**src/rtl/mem_rr_arbiter_pkg.sv**
```systemverilog
// Shared memory-bus constants, arbiter state encoding and a one-hot decode helper.
package mem_rr_arbiter_pkg;

  localparam int unsigned MEM_AW    = 18;
  localparam int unsigned MEM_DW    = 36;
  localparam int unsigned MAX_PORTS = 8;

  typedef enum logic {
    IDLE  = 1'b0,
    OWNED = 1'b1
  } arb_state_e;

  // Index of the set bit in a one-hot vector; 0 when none is set.
  function automatic int unsigned onehot_index(input logic [MAX_PORTS-1:0] v);
    int unsigned idx;
    idx = 0;
    for (int unsigned i = 0; i < MAX_PORTS; i++) begin
      if (v[i]) idx = i;
    end
    return idx;
  endfunction

endpackage

```
**src/rtl/mem_rr_arbiter_if.sv**
```systemverilog
// Read/write/waitrequest memory bus, N ports wide, with flattened per-port fields.
interface mem_rr_arbiter_if
  import mem_rr_arbiter_pkg::*;
#(
  parameter int unsigned N  = 1,
  parameter int unsigned AW = MEM_AW,
  parameter int unsigned DW = MEM_DW
);

  logic [N*AW-1:0] address;
  logic [N-1:0]    write;
  logic [N-1:0]    read;
  logic [N*DW-1:0] writedata;
  logic [N*DW-1:0] readdata;
  logic [N-1:0]    waitrequest;

  modport master (
    output address, write, read, writedata,
    input  readdata, waitrequest
  );

  modport slave (
    input  address, write, read, writedata,
    output readdata, waitrequest
  );

endinterface

```
**src/rtl/mem_rr_arbiter_rr_pick.sv**
```systemverilog
// Combinational round-robin picker: rotate requests by ptr, take the lowest, rotate back.
module rr_pick #(
  parameter int unsigned NPORTS = 4,
  parameter int unsigned PW     = (NPORTS > 1) ? $clog2(NPORTS) : 1
) (
  input  logic [NPORTS-1:0] req,
  input  logic [PW-1:0]     ptr,
  output logic [NPORTS-1:0] gnt,
  output logic              valid
);

  logic [NPORTS-1:0] rot;
  logic [NPORTS-1:0] pri;
  logic              found;

  function automatic logic [PW-1:0] rot_idx(input int unsigned i, input logic [PW-1:0] p);
    return PW'((i + 32'(p)) % NPORTS);
  endfunction

  always_comb begin
    rot   = '0;
    pri   = '0;
    gnt   = '0;
    found = 1'b0;
    for (int unsigned i = 0; i < NPORTS; i++) begin
      rot[i] = req[rot_idx(i, ptr)];
    end
    for (int unsigned i = 0; i < NPORTS; i++) begin
      if (rot[i] && !found) begin
        pri[i] = 1'b1;
        found  = 1'b1;
      end
    end
    for (int unsigned i = 0; i < NPORTS; i++) begin
      gnt[rot_idx(i, ptr)] = pri[i];
    end
  end

  assign valid = |req;

endmodule

```
**src/rtl/mem_rr_arbiter.sv**
```systemverilog
// Round-robin arbiter sharing one memory master port among NPORTS requesters;
// the owner keeps the bus until its strobes drop.
module mem_rr_arbiter
  import mem_rr_arbiter_pkg::*;
#(
  parameter int unsigned NPORTS = 4,
  parameter int unsigned AW     = MEM_AW,
  parameter int unsigned DW     = MEM_DW
) (
  input  logic              clk,
  input  logic              reset,
  mem_rr_arbiter_if.slave   s,
  mem_rr_arbiter_if.master  m,
  output logic [NPORTS-1:0] grant
);

  localparam int unsigned PW = (NPORTS > 1) ? $clog2(NPORTS) : 1;

  arb_state_e        state;
  arb_state_e        state_nxt;
  logic [PW-1:0]     ptr;
  logic [PW-1:0]     ptr_nxt;
  logic [NPORTS-1:0] grant_nxt;
  logic [NPORTS-1:0] req;
  logic [NPORTS-1:0] pick_gnt;
  logic              pick_valid;
  int unsigned       owner;

  logic [AW-1:0]     mux_address;
  logic [DW-1:0]     mux_writedata;
  logic              mux_write;
  logic              mux_read;
  logic [NPORTS*DW-1:0] back_readdata;
  logic [NPORTS-1:0]    back_waitrequest;

  assign req   = s.read | s.write;
  assign owner = onehot_index(MAX_PORTS'(grant));

  rr_pick #(
    .NPORTS (NPORTS),
    .PW     (PW)
  ) u_pick (
    .req   (req),
    .ptr   (ptr),
    .gnt   (pick_gnt),
    .valid (pick_valid)
  );

  // State, pointer and grant registers.
  always_ff @(posedge clk) begin
    if (reset) begin
      state <= IDLE;
      ptr   <= '0;
      grant <= '0;
    end else begin
      state <= state_nxt;
      ptr   <= ptr_nxt;
      grant <= grant_nxt;
    end
  end

  // Next state: grant on any request in IDLE, release when the owner drops its strobes.
  always_comb begin
    state_nxt = state;
    ptr_nxt   = ptr;
    grant_nxt = grant;
    case (state)
      IDLE: begin
        if (pick_valid) begin
          grant_nxt = pick_gnt;
          state_nxt = OWNED;
        end
      end
      OWNED: begin
        if ((req & grant) == '0) begin
          state_nxt = IDLE;
          grant_nxt = '0;
          ptr_nxt   = PW'((owner == NPORTS - 1) ? 32'd0 : owner + 32'd1);
        end
      end
      default: begin
        state_nxt = IDLE;
        grant_nxt = '0;
      end
    endcase
  end

  // Outputs: one-hot AND-OR mux from the owner to memory and memory back to the owner.
  always_comb begin
    mux_address      = '0;
    mux_writedata    = '0;
    mux_write        = 1'b0;
    mux_read         = 1'b0;
    back_readdata    = '0;
    back_waitrequest = '1;
    if (state == OWNED) begin
      for (int unsigned i = 0; i < NPORTS; i++) begin
        mux_address   = mux_address   | (s.address[i*AW +: AW]   & {AW{grant[i]}});
        mux_writedata = mux_writedata | (s.writedata[i*DW +: DW] & {DW{grant[i]}});
        mux_write     = mux_write     | (s.write[i] & grant[i]);
        mux_read      = mux_read      | (s.read[i]  & grant[i]);
        back_readdata[i*DW +: DW] = m.readdata & {DW{grant[i]}};
        back_waitrequest[i]       = ~grant[i] | m.waitrequest[0];
      end
    end
  end

  assign m.address     = mux_address;
  assign m.writedata   = mux_writedata;
  assign m.write       = mux_write;
  assign m.read        = mux_read;
  assign s.readdata    = back_readdata;
  assign s.waitrequest = back_waitrequest;

endmodule

```
**src/flat_wrapper.sv**
```systemverilog
// flat-port wrapper written by rule: the top's interface ports become plain ports
module mem_rr_arbiter_flat import mem_rr_arbiter_pkg::*;
#(
  parameter int unsigned NPORTS = 4,
  parameter int unsigned AW     = MEM_AW,
  parameter int unsigned DW     = MEM_DW
)
  (clk, reset, grant, s_address, s_write, s_read, s_writedata, s_readdata, s_waitrequest, m_address, m_write, m_read, m_writedata, m_readdata, m_waitrequest);
  mem_rr_arbiter_if #(.N((4)), .AW(AW), .DW(DW)) s_i ();
  mem_rr_arbiter_if #(.N(1), .AW(AW), .DW(DW)) m_i ();
  input  logic clk;
  input  logic reset;
  output logic [NPORTS-1:0] grant;
  input wire logic [$bits(s_i.address)-1:0] s_address;
  input wire logic [$bits(s_i.write)-1:0] s_write;
  input wire logic [$bits(s_i.read)-1:0] s_read;
  input wire logic [$bits(s_i.writedata)-1:0] s_writedata;
  output wire logic [$bits(s_i.readdata)-1:0] s_readdata;
  output wire logic [$bits(s_i.waitrequest)-1:0] s_waitrequest;
  output wire logic [$bits(m_i.address)-1:0] m_address;
  output wire logic [$bits(m_i.write)-1:0] m_write;
  output wire logic [$bits(m_i.read)-1:0] m_read;
  output wire logic [$bits(m_i.writedata)-1:0] m_writedata;
  input wire logic [$bits(m_i.readdata)-1:0] m_readdata;
  input wire logic [$bits(m_i.waitrequest)-1:0] m_waitrequest;
  assign s_i.address = s_address;
  assign s_i.write = s_write;
  assign s_i.read = s_read;
  assign s_i.writedata = s_writedata;
  assign s_readdata = s_i.readdata;
  assign s_waitrequest = s_i.waitrequest;
  assign m_address = m_i.address;
  assign m_write = m_i.write;
  assign m_read = m_i.read;
  assign m_writedata = m_i.writedata;
  assign m_i.readdata = m_readdata;
  assign m_i.waitrequest = m_waitrequest;
  mem_rr_arbiter #(.NPORTS(NPORTS), .AW(AW), .DW(DW)) u_core (.clk(clk), .reset(reset), .s(s_i), .m(m_i), .grant(grant));
endmodule
```
**config.mk**
```make
export PLATFORM = sky130hd
export DESIGN_NAME = mem_rr_arbiter_flat
export DESIGN_NICKNAME = d
export VERILOG_FILES = /design/src/rtl/mem_rr_arbiter_pkg.sv /design/src/rtl/mem_rr_arbiter_if.sv /design/src/rtl/mem_rr_arbiter_rr_pick.sv /design/src/rtl/mem_rr_arbiter.sv /design/src/flat_wrapper.sv
export SDC_FILE = /design/constraint.sdc
export NUM_CORES = 1
export LEC_CHECK = 0
export CAP_MARGIN = 40
export CORE_AREA = 2 2 184 186
export CTS_BUF_LIST = sky130_fd_sc_hd__clkbuf_4
export DETAILED_ROUTE_END_ITERATION = 7
export DIE_AREA = 0 0 186 188
export SLEW_MARGIN = 20
export SYNTH_ARGS = -nofsm -noshare
export SYNTH_HDL_FRONTEND = slang
export SYNTH_SLANG_ARGS = --single-unit
```
**constraint.sdc**
```tcl
create_clock -name clk -period 3.4 [get_ports clk]
set_clock_uncertainty 0.05 [all_clocks]
set_input_delay 0.34 -clock clk [delete_from_list [all_inputs] [get_ports clk]]
set_output_delay 0.34 -clock clk [all_outputs]
set_load 0.02 [all_outputs]
```
==> results.md <==
* Slew headroom at roughly three fifths
* Vias/cell at 4.32
* Wire per inst at 18.5 um
* Final setup vio count at 0
* Leakage Power at 3.14 nW
* Clk_lat worst skew at 260 ps
* Hold Vio Cnt, Final at 0
* Total die area at about 35000 um2
* GRT Total Usage at between 10% and 20%
* Worst Min Path Start: u_core.ptr[1]
* Initial antenna violation count at 3
* Slowest stage delay, CP at 650 ps
* Hold_buf cts at 0
* Area growth syn-to-layout at 162%
* GPL Wtd Cong at between 0.8 and 0.9
* Post-route ant nets at 0
* CP max FO at 16
* CP startpoint kind: register
* Crit path max-delay cell type: dfxtp_1
* Fmax at ~350 MHz
* Commonest cells after routing, fill and taps aside: clkdlybuf4s50_1 (470), and3_1 (145), a22oi_1 (108), a21boi_0 (55), buf_4 (13)
* Worst hold path type: register to register
* M3 GR Usage at 2.66%
* Layout cells sized above 1 at about 3.7%
* Syn nets at 740
* Hold path endpoint: u_core.ptr[1]
* Post-route insts no fill at 1342
* Power per standard cell area at ~180 nW/um2
* Met2 GRT Util at 23.3%
* MaxCap Viol Count at 0
* Overall die width at between 150 and 200 um
* Starting density of the core at 9.69%
* Crit path buf inv count at 1
* Clock sinks at 7
* Placed Instances at 1337
* Worst r2r src: u_core.ptr[0]
* Grt peak-use layer: met2
* Mean Syn Cell Area at 6.83 um2
* Post-synth EDFFs at 0
* Total global routing overflow at 0
* Clock Path Buffers at 2
* Async SR Flop Fraction at 0%
* Least-Margin Pin Slew at roughly 600 ps
* R2r endpoint: u_core.grant[3]
* Critical Path Start: u_core.ptr[0]
* R2R Setup Slk at 550 ps
* Hold Path Cell Cnt at 2
* First-pass GRT wire length at approximately 35000 um
* Clk slew on worst S/H paths at 60 ps
* Req. time, crit path at around 3500 ps
* Num rows at 67
* Run status: finished, final reports clean
* Cells along the critical path: inv_1 -> ha_1 -> nor4b_1 -> nor4_1 -> a31o_2 -> o221ai_1 -> a221o_1
* DP Area at 8390 um2
* First-pass DRT Iterations at 5
* Cts bufs inserted at 3
* Depth of the most critical reg-to-reg path at 7
* GR Util met1 at between 10% and 20%
* Resize count post-CTS at 0
* CTS tree: built
* Vias at about 5800
* Final worst path period share at a little over four fifths
* Ys Warns at 0
* Fin nets at 1164
* Total Routed Length at 24800 um
* Core area at 33100 um2
* Vias in the first global route at 5835
* Dpl hpwl at 19500 um
* Prevailing post-synth register cell: dfxtp_1
* Buffers added on ports at 470
* RSZ-0062 raised after global routing: no
* Post-synthesis cell type count at 45
* Commonest non-fill, non-tap cell in the layout: clkdlybuf4s50_1
* CTS root buf: clkbuf_4
* Cell area after layout at between 8000 and 9000 um2
* H-tree level count at 1
* Tmin final at 2850 ps
* # IOs at ~470
* CP top delay family: simple AND/OR/NAND/NOR gates
* Sequential area share after synthesis at 4.37%
* Number of setup buffers added after CTS at 0
* Critical path endpoint category: register
* Worst EP arrival at 2950 ps
* Pin count of the biggest net entering global routing at 143
* # fillers at 3569
* Flops & latches, synth at 7
* Critical setup path kind: register to register
* Initial DRC count at between 200 and 300
* Total Neg Setup Slack at 0 ps
* Residual DRC at 0
* Slew Limit Fails at 0
* Die height at approximately 190 um
* VDD IR-drop max at 0.0000783 V
* Post-Syn Area at 3210 um2
* Post-Synthesis Cells at 470
[how the worst max path moves through the flow]
stage	end	cells past startpoint	slack, ps
floorplan	u_core.grant[3]	8	1020
global placement	u_core.grant[3]	7	710
detailed placement	u_core.grant[3]	7	610
CTS	u_core.grant[3]	7	580
global route	u_core.grant[3]	7	330
finish	u_core.grant[3]	7	550
[area by class of cell]
class	instances	area (um2)	share of cell area [%]
antenna	1	2.50	0.0297
clock buffer	4	30.0	0.357
inverter	5	18.8	0.223
multi-input combinational	391	2790	33.1
sequential	7	159	1.89
tap	448	561	6.65
timing repair buffer	486	4860	57.7
[sequential cells by signal, summed over array words and instances (netlist names)]
signal	count
u_core.grant	4
u_core.state	1
u_core.ptr	2
[metrics by stage]
stage	power [mW]	setup WS [ps]	hold WS, ps	utilization [%]
after floorplan	0.702	1020	362	-
after global placement	1.44	713	593	25.3
after detailed placement	1.44	611	609	25.3
after CTS	1.53	582	621	25.4
after global routing	1.63	334	663	25.4
final	1.52	548	615	25.4
[synth_stat cells, types with 2 or more instances]
cell type  count  share of area [%]
and3_1       145                 28
a22oi_1      108                 25
clkbuf_1      59                6.9
a21boi_0      55                 13
dfxtp_1        7                4.4
ha_1           7                2.7
nor2_1         7               0.82
buf_1          6               0.70
nand3b_1       6                1.4
inv_1          5               0.58
nor4_1         5               0.97
nand2_1        4               0.47
nand3_1        4               0.62
a21oi_1        3               0.47
a221o_1        3               0.94
a221oi_1       3               0.82
mux2i_1        3               0.94
nor4b_1        3               0.82
a22o_1         2               0.55
nor2b_1        2               0.39
nor3_1         2               0.31
nor4_2         2               0.78
nor4bb_1       2               0.62
o2111ai_1      2               0.55
o211ai_1       2               0.47
o21ai_0        2               0.31
o221ai_1       2               0.55
or4_1          2               0.47
[layer usage]
layer  vias to the layer above  routed length, um
li1                       2724                  -
met1                      2693              10000
met2                       350              12100
met3                        20               2270
met4                         4                298
met5                         -                 27
[power by group]
part	switching [mW]	total (mW)	internal, mW
Combinational	0.594	1.26	0.665
Clock	0.0353	0.0884	0.0531
Sequential	0.0802	0.175	0.0944
Total	0.709	1.52	0.813
[worst register-to-register path, delay by kind of cell, from the launching register on]
family | cells | cell delay, ps
compound gates | 3 | 690
buf+inv | 1 | 220
fa+ha+maj | 1 | 420
flops | 1 | 650
simple gates | 2 | 710
[kinds of logic after synthesis]
family	count (synthesis)	synth area share [%]
DFF	7	4.37
muxes	3	0.936
AOI/OAI and AO/OA	189	45.0
adders and majority gates	7	2.73
buffers and inverters	72	8.69
and+or+nand+nor	192	38.2
(Power assumes the default switching activity.)
==> variant 1, RTL diff (same settings) <==
Make the reset (`reset`) asynchronous in one clocked block.
--- a/src/rtl/mem_rr_arbiter.sv
+++ b/src/rtl/mem_rr_arbiter.sv
@@ -47,7 +47,7 @@
   );
 
   // State, pointer and grant registers.
-  always_ff @(posedge clk) begin
+  always_ff @(posedge clk or posedge reset) begin
     if (reset) begin
       state <= IDLE;
       ptr   <= '0;
Function: differs if reset is asserted again (counterexample within 4 cycles, from zero or initial values and one cycle with reset high); with reset held inactive, the same outputs for 4 cycles.
==> variant 1 against the original RTL <==
- wire length up 0.11%
- register-to-register slack better by 250 ps
- sequential cell count unchanged
- design area up 0.18%
- critical path type is now reg -> out
- worst setup slack worse by 12 ps
- synthesized area down 0.35%
- synthesized cell count up 0.21%
Power is not compared: it rests on default switching activity, and its combinational part moved more than twofold at a synthesized area within 25%.
==> variant 1: results (changes against the original RTL) <==
Status - finished clean
Placed cell area - 0.00840 mm^2 (+0.12%)
Syn Inst Count - 471 (+0.21%)
Syn nets - 741 (+0.14%)
Met3 GRT Util - 2.80% (+0.14 points)
Layout cells sized above 1 - 3.47% (-0.23 points)
Class of the worst hold path - in -> async
Synth unique cells - 37 (-18%)
Post-synth top flop - dfrtp_1
Worst Max-Slew Pin Slew - 773 ps (+178 ps)
Global placement routability congestion - 0.882 (+4.1%)
Drt pass-1 iters - 5 (unchanged)
Post-Synth Adder-Cell Area - 2.74% (+0.0096 points)
Routed WL per cell - 18.4 um (-0.11%)
Vias/cell - 4.32 (about the same)
Largest net degree at the start of global routing - 140 (-2.1%)
DR top layer - met5
Crit-path max cell delay - 870 ps (+220 ps)
Placed wire-length estimate - 19400 um (-0.77%)
Vias in the first global route - 5724 (-1.9%)
Initial antenna violation count - 5 (+2)
Nets - 1165 (+0.086%)
M1 WL - 10200 um (+2.1%)
Most frequent cells after synthesis - and3_1, a22oi_1, clkbuf_1, a21boi_0, nand3_1
DR WL met2 - 11800 um (-2.6%)
GR met1 Demand/Resource - 15.5% (+0.11 points)
Compound-Gate Fraction of Synth Area - 46.0% (+0.94 points)
Met2 Track Usage GR - 22.6% (-0.63 points)
Synth area leaders - and3_1, a22oi_1, a21boi_0
Slowest CP cell - dfrtp_4
GRT Resource Usage Total - 12.6% (-0.11 points)
First-pass GRT wire length - 34200 um (-0.96%)
-- variant 1: changes by cell type in the layout (fill, tap and decap cells not counted), sizes merged, moves of 4 or more --
cell	delta
nand3	+8
dfrtp	+7
dfxtp	-7
nor4	-6
inv	+5
nor4b	-4
o211ai	+4
or2	+4
-- variant 1: logic make-up (layout without fill, tap and decap cells) --
logic type | after synthesis | in the layout
adder cells (fa/ha/maj) | 7 | 7
buffers and inverters | 77 | 500
AND/OR/NAND/NOR | 187 | 187
other | 0 | 3
multiplexers | 2 | 2
AO/OA/AOI/OAI | 191 | 191
flip-flops | 7 | 7
-- variant 1: path summary, 6_finish.rpt --
| path | startpoint | endpoint | slack [ps] | depth (start not counted) |
|---|---|---|---|---|
| min in group clk | u_core.ptr[1] | u_core.ptr[1] | 570 | 2 |
| max | u_core.grant[3] | s_readdata[138] | 540 | 3 |
| max in group asynchronous | reset | u_core.grant[1] | 2700 | 2 |
| max reg2reg | u_core.ptr[0] | u_core.grant[2] | 800 | 6 |
| min | reset | u_core.state | 310 | 2 |
| min reg2reg | u_core.ptr[1] | u_core.ptr[1] | 570 | 2 |
-- variant 1: final cells by class --
cell class | count | area [um^2]
tap | 448 | 561
sequential | 7 | 194
multi-input combinational | 387 | 2730
clock buffer | 4 | 30.0
inverter | 10 | 37.5
timing repair buffer | 486 | 4870
fill | 3574 | 24700
antenna | 3 | 7.51
-- variant 1: critical path: cells and delay by family, from the launching register on --
kind | cells | cell delay (ps)
buffers and inverters | 2 | 1010
and+or+nand+nor | 1 | 210
DFF | 1 | 870
-- variant 1: stage by stage --
stage                     worst slack, ps  power (mW)
final                                 536        4.04
after global routing                  419        4.32
after CTS                             519        4.07
after detailed placement              796        3.97
after global placement                817        3.95
after floorplan                      1090        2.14
==> variant 2, RTL diff (same flow settings) <==
Without the edit above. `MEM_AW`: 18 -> 9.
--- a/src/rtl/mem_rr_arbiter_pkg.sv
+++ b/src/rtl/mem_rr_arbiter_pkg.sv
@@ -1,7 +1,7 @@
 // Shared memory-bus constants, arbiter state encoding and a one-hot decode helper.
 package mem_rr_arbiter_pkg;
 
-  localparam int unsigned MEM_AW    = 18;
+  localparam int unsigned MEM_AW    = 9;
   localparam int unsigned MEM_DW    = 36;
   localparam int unsigned MAX_PORTS = 8;
 
Ports: changed (resized m_address and s_address); port bits go from 471 to 426. No check against the original RTL was run, so the function may have changed too.
==> variant 2 against the original RTL <==
- clock power fell by 6.8%
- non-clock buffer count fell by 42
- synthesized area fell by 7.4%
- design area fell by 7.1%
- sequential share of layout area rose by 0.15 points
- total power rose by 42%
- wire length fell by 6.7%
- worst setup slack improved by 94 ps
- sequential cell count did not move
- fmax rose by 3.4%
- largest cell class unchanged
- critical path depth fell by 3
==> variant 2: results (changes against the original RTL) <==
Fillers - 3656 (+2.4%)
Syn nets - 676 (-8.6%)
GRT Resource Usage Total - 12.1% (-0.61 points)
Cell area after layout - 0.00782 mm^2 (-7.1%)
Logic pwr share - 82.1% (-0.6 points)
Worst path top cell family by delay - buffers and inverters
Sequential share of the synthesized area - 4.72% (+0.35 points)
Slowest CP cell - clkdlybuf4s50_1
Register-to-register path setup slack - 700 ps (+150 ps)
Clk. pwr - 0.0824 mW (-6.8%)
Synth area leaders - and3_1, a22oi_1, a21boi_0
Non-clk invs - 11 (+6)
Multi-input logic area - 0.00257 mm^2 (-7.9%)
Crit-path max cell delay - 680 ps (+30 ps)
Port buffer count - 425 (-9.6%)
Critical Path Fanout Max - 40 (+24)
Post-Synth Adder-Cell Area - 2.95% (+0.22 points)
Buffers excl. clock - 444 (-8.6%)
Max VDD drop - 0.190 mV (+140%)
Pre-CTS setup slack - 782 ps (+171 ps)
Initial antenna violation count - 1 (-2)
Nets - 1066 (-8.4%)
Compound-Gate Fraction of Synth Area - 42.0% (-3.0 points)
DRT iter0 DRCs - 195 (-33%)
Lkg Pwr - 3.00 nW (-4.7%)
Min Hold Slack - 597 ps (-18.1 ps)
First-pass GRT wire length - 32500 um (-6.0%)
Met2 Track Usage GR - 22.1% (-1.2 points)
Status - finished clean
Vias in the first global route - 5175 (-11%)
Vias/cell - 4.11 (-4.7%)
Switching power of the nets - 1.09 mW (+53%)
WP data arrival - 2370 ps (-580 ps)
Worst Max-Slew Pin Slew - 743 ps (+147 ps)
CP Launch Point - u_core.grant[0]
Synth unique cells - 38 (-16%)
Placed wire-length estimate - 18500 um (-5.3%)
Layout buffering overhead excluding clock cells - 57.0% (-0.71 points)
Post-route insts no fill - 1280 (-4.6%)
Mux contribution to synthesized area - 2.53% (+1.6 points)
Multi-input gates - 365 (-6.6%)
Routed WL per cell - 18.0 um (-2.2%)
[variant 2: changes by cell type in the layout (fill, tap and decap cells not counted), moves of 3 or more]
cell	unedited run	this run
clkdlybuf4s50_1	470	425
a22oi_1	108	90
nand2_1	4	14
a21boi_0	55	47
inv_1	5	9
nor3_1	2	6
o31ai_1	0	4
o32ai_1	0	4
a221o_1	3	0
mux2i_1	3	0
nor4_1	5	2
nor4b_1	3	0
[variant 2: how the worst max path moves through the flow]
| stage | slack (ps) | end | cells after the start |
|---|---|---|---|
| finish | 640 | m_writedata[9] | 4 |
| global route | 490 | m_writedata[9] | 3 |
| CTS | 580 | m_writedata[9] | 3 |
| detailed placement | 780 | u_core.grant[1] | 6 |
| global placement | 840 | m_writedata[9] | 3 |
| floorplan | 1160 | u_core.grant[0] | 6 |
[variant 2: routing by layer]
layer | part of all wire, % | routed length, um
met5 | 0 | 0
met4 | 0.93 | 215
met3 | 9.4 | 2160
met2 | 49 | 11300
met1 | 41 | 9430
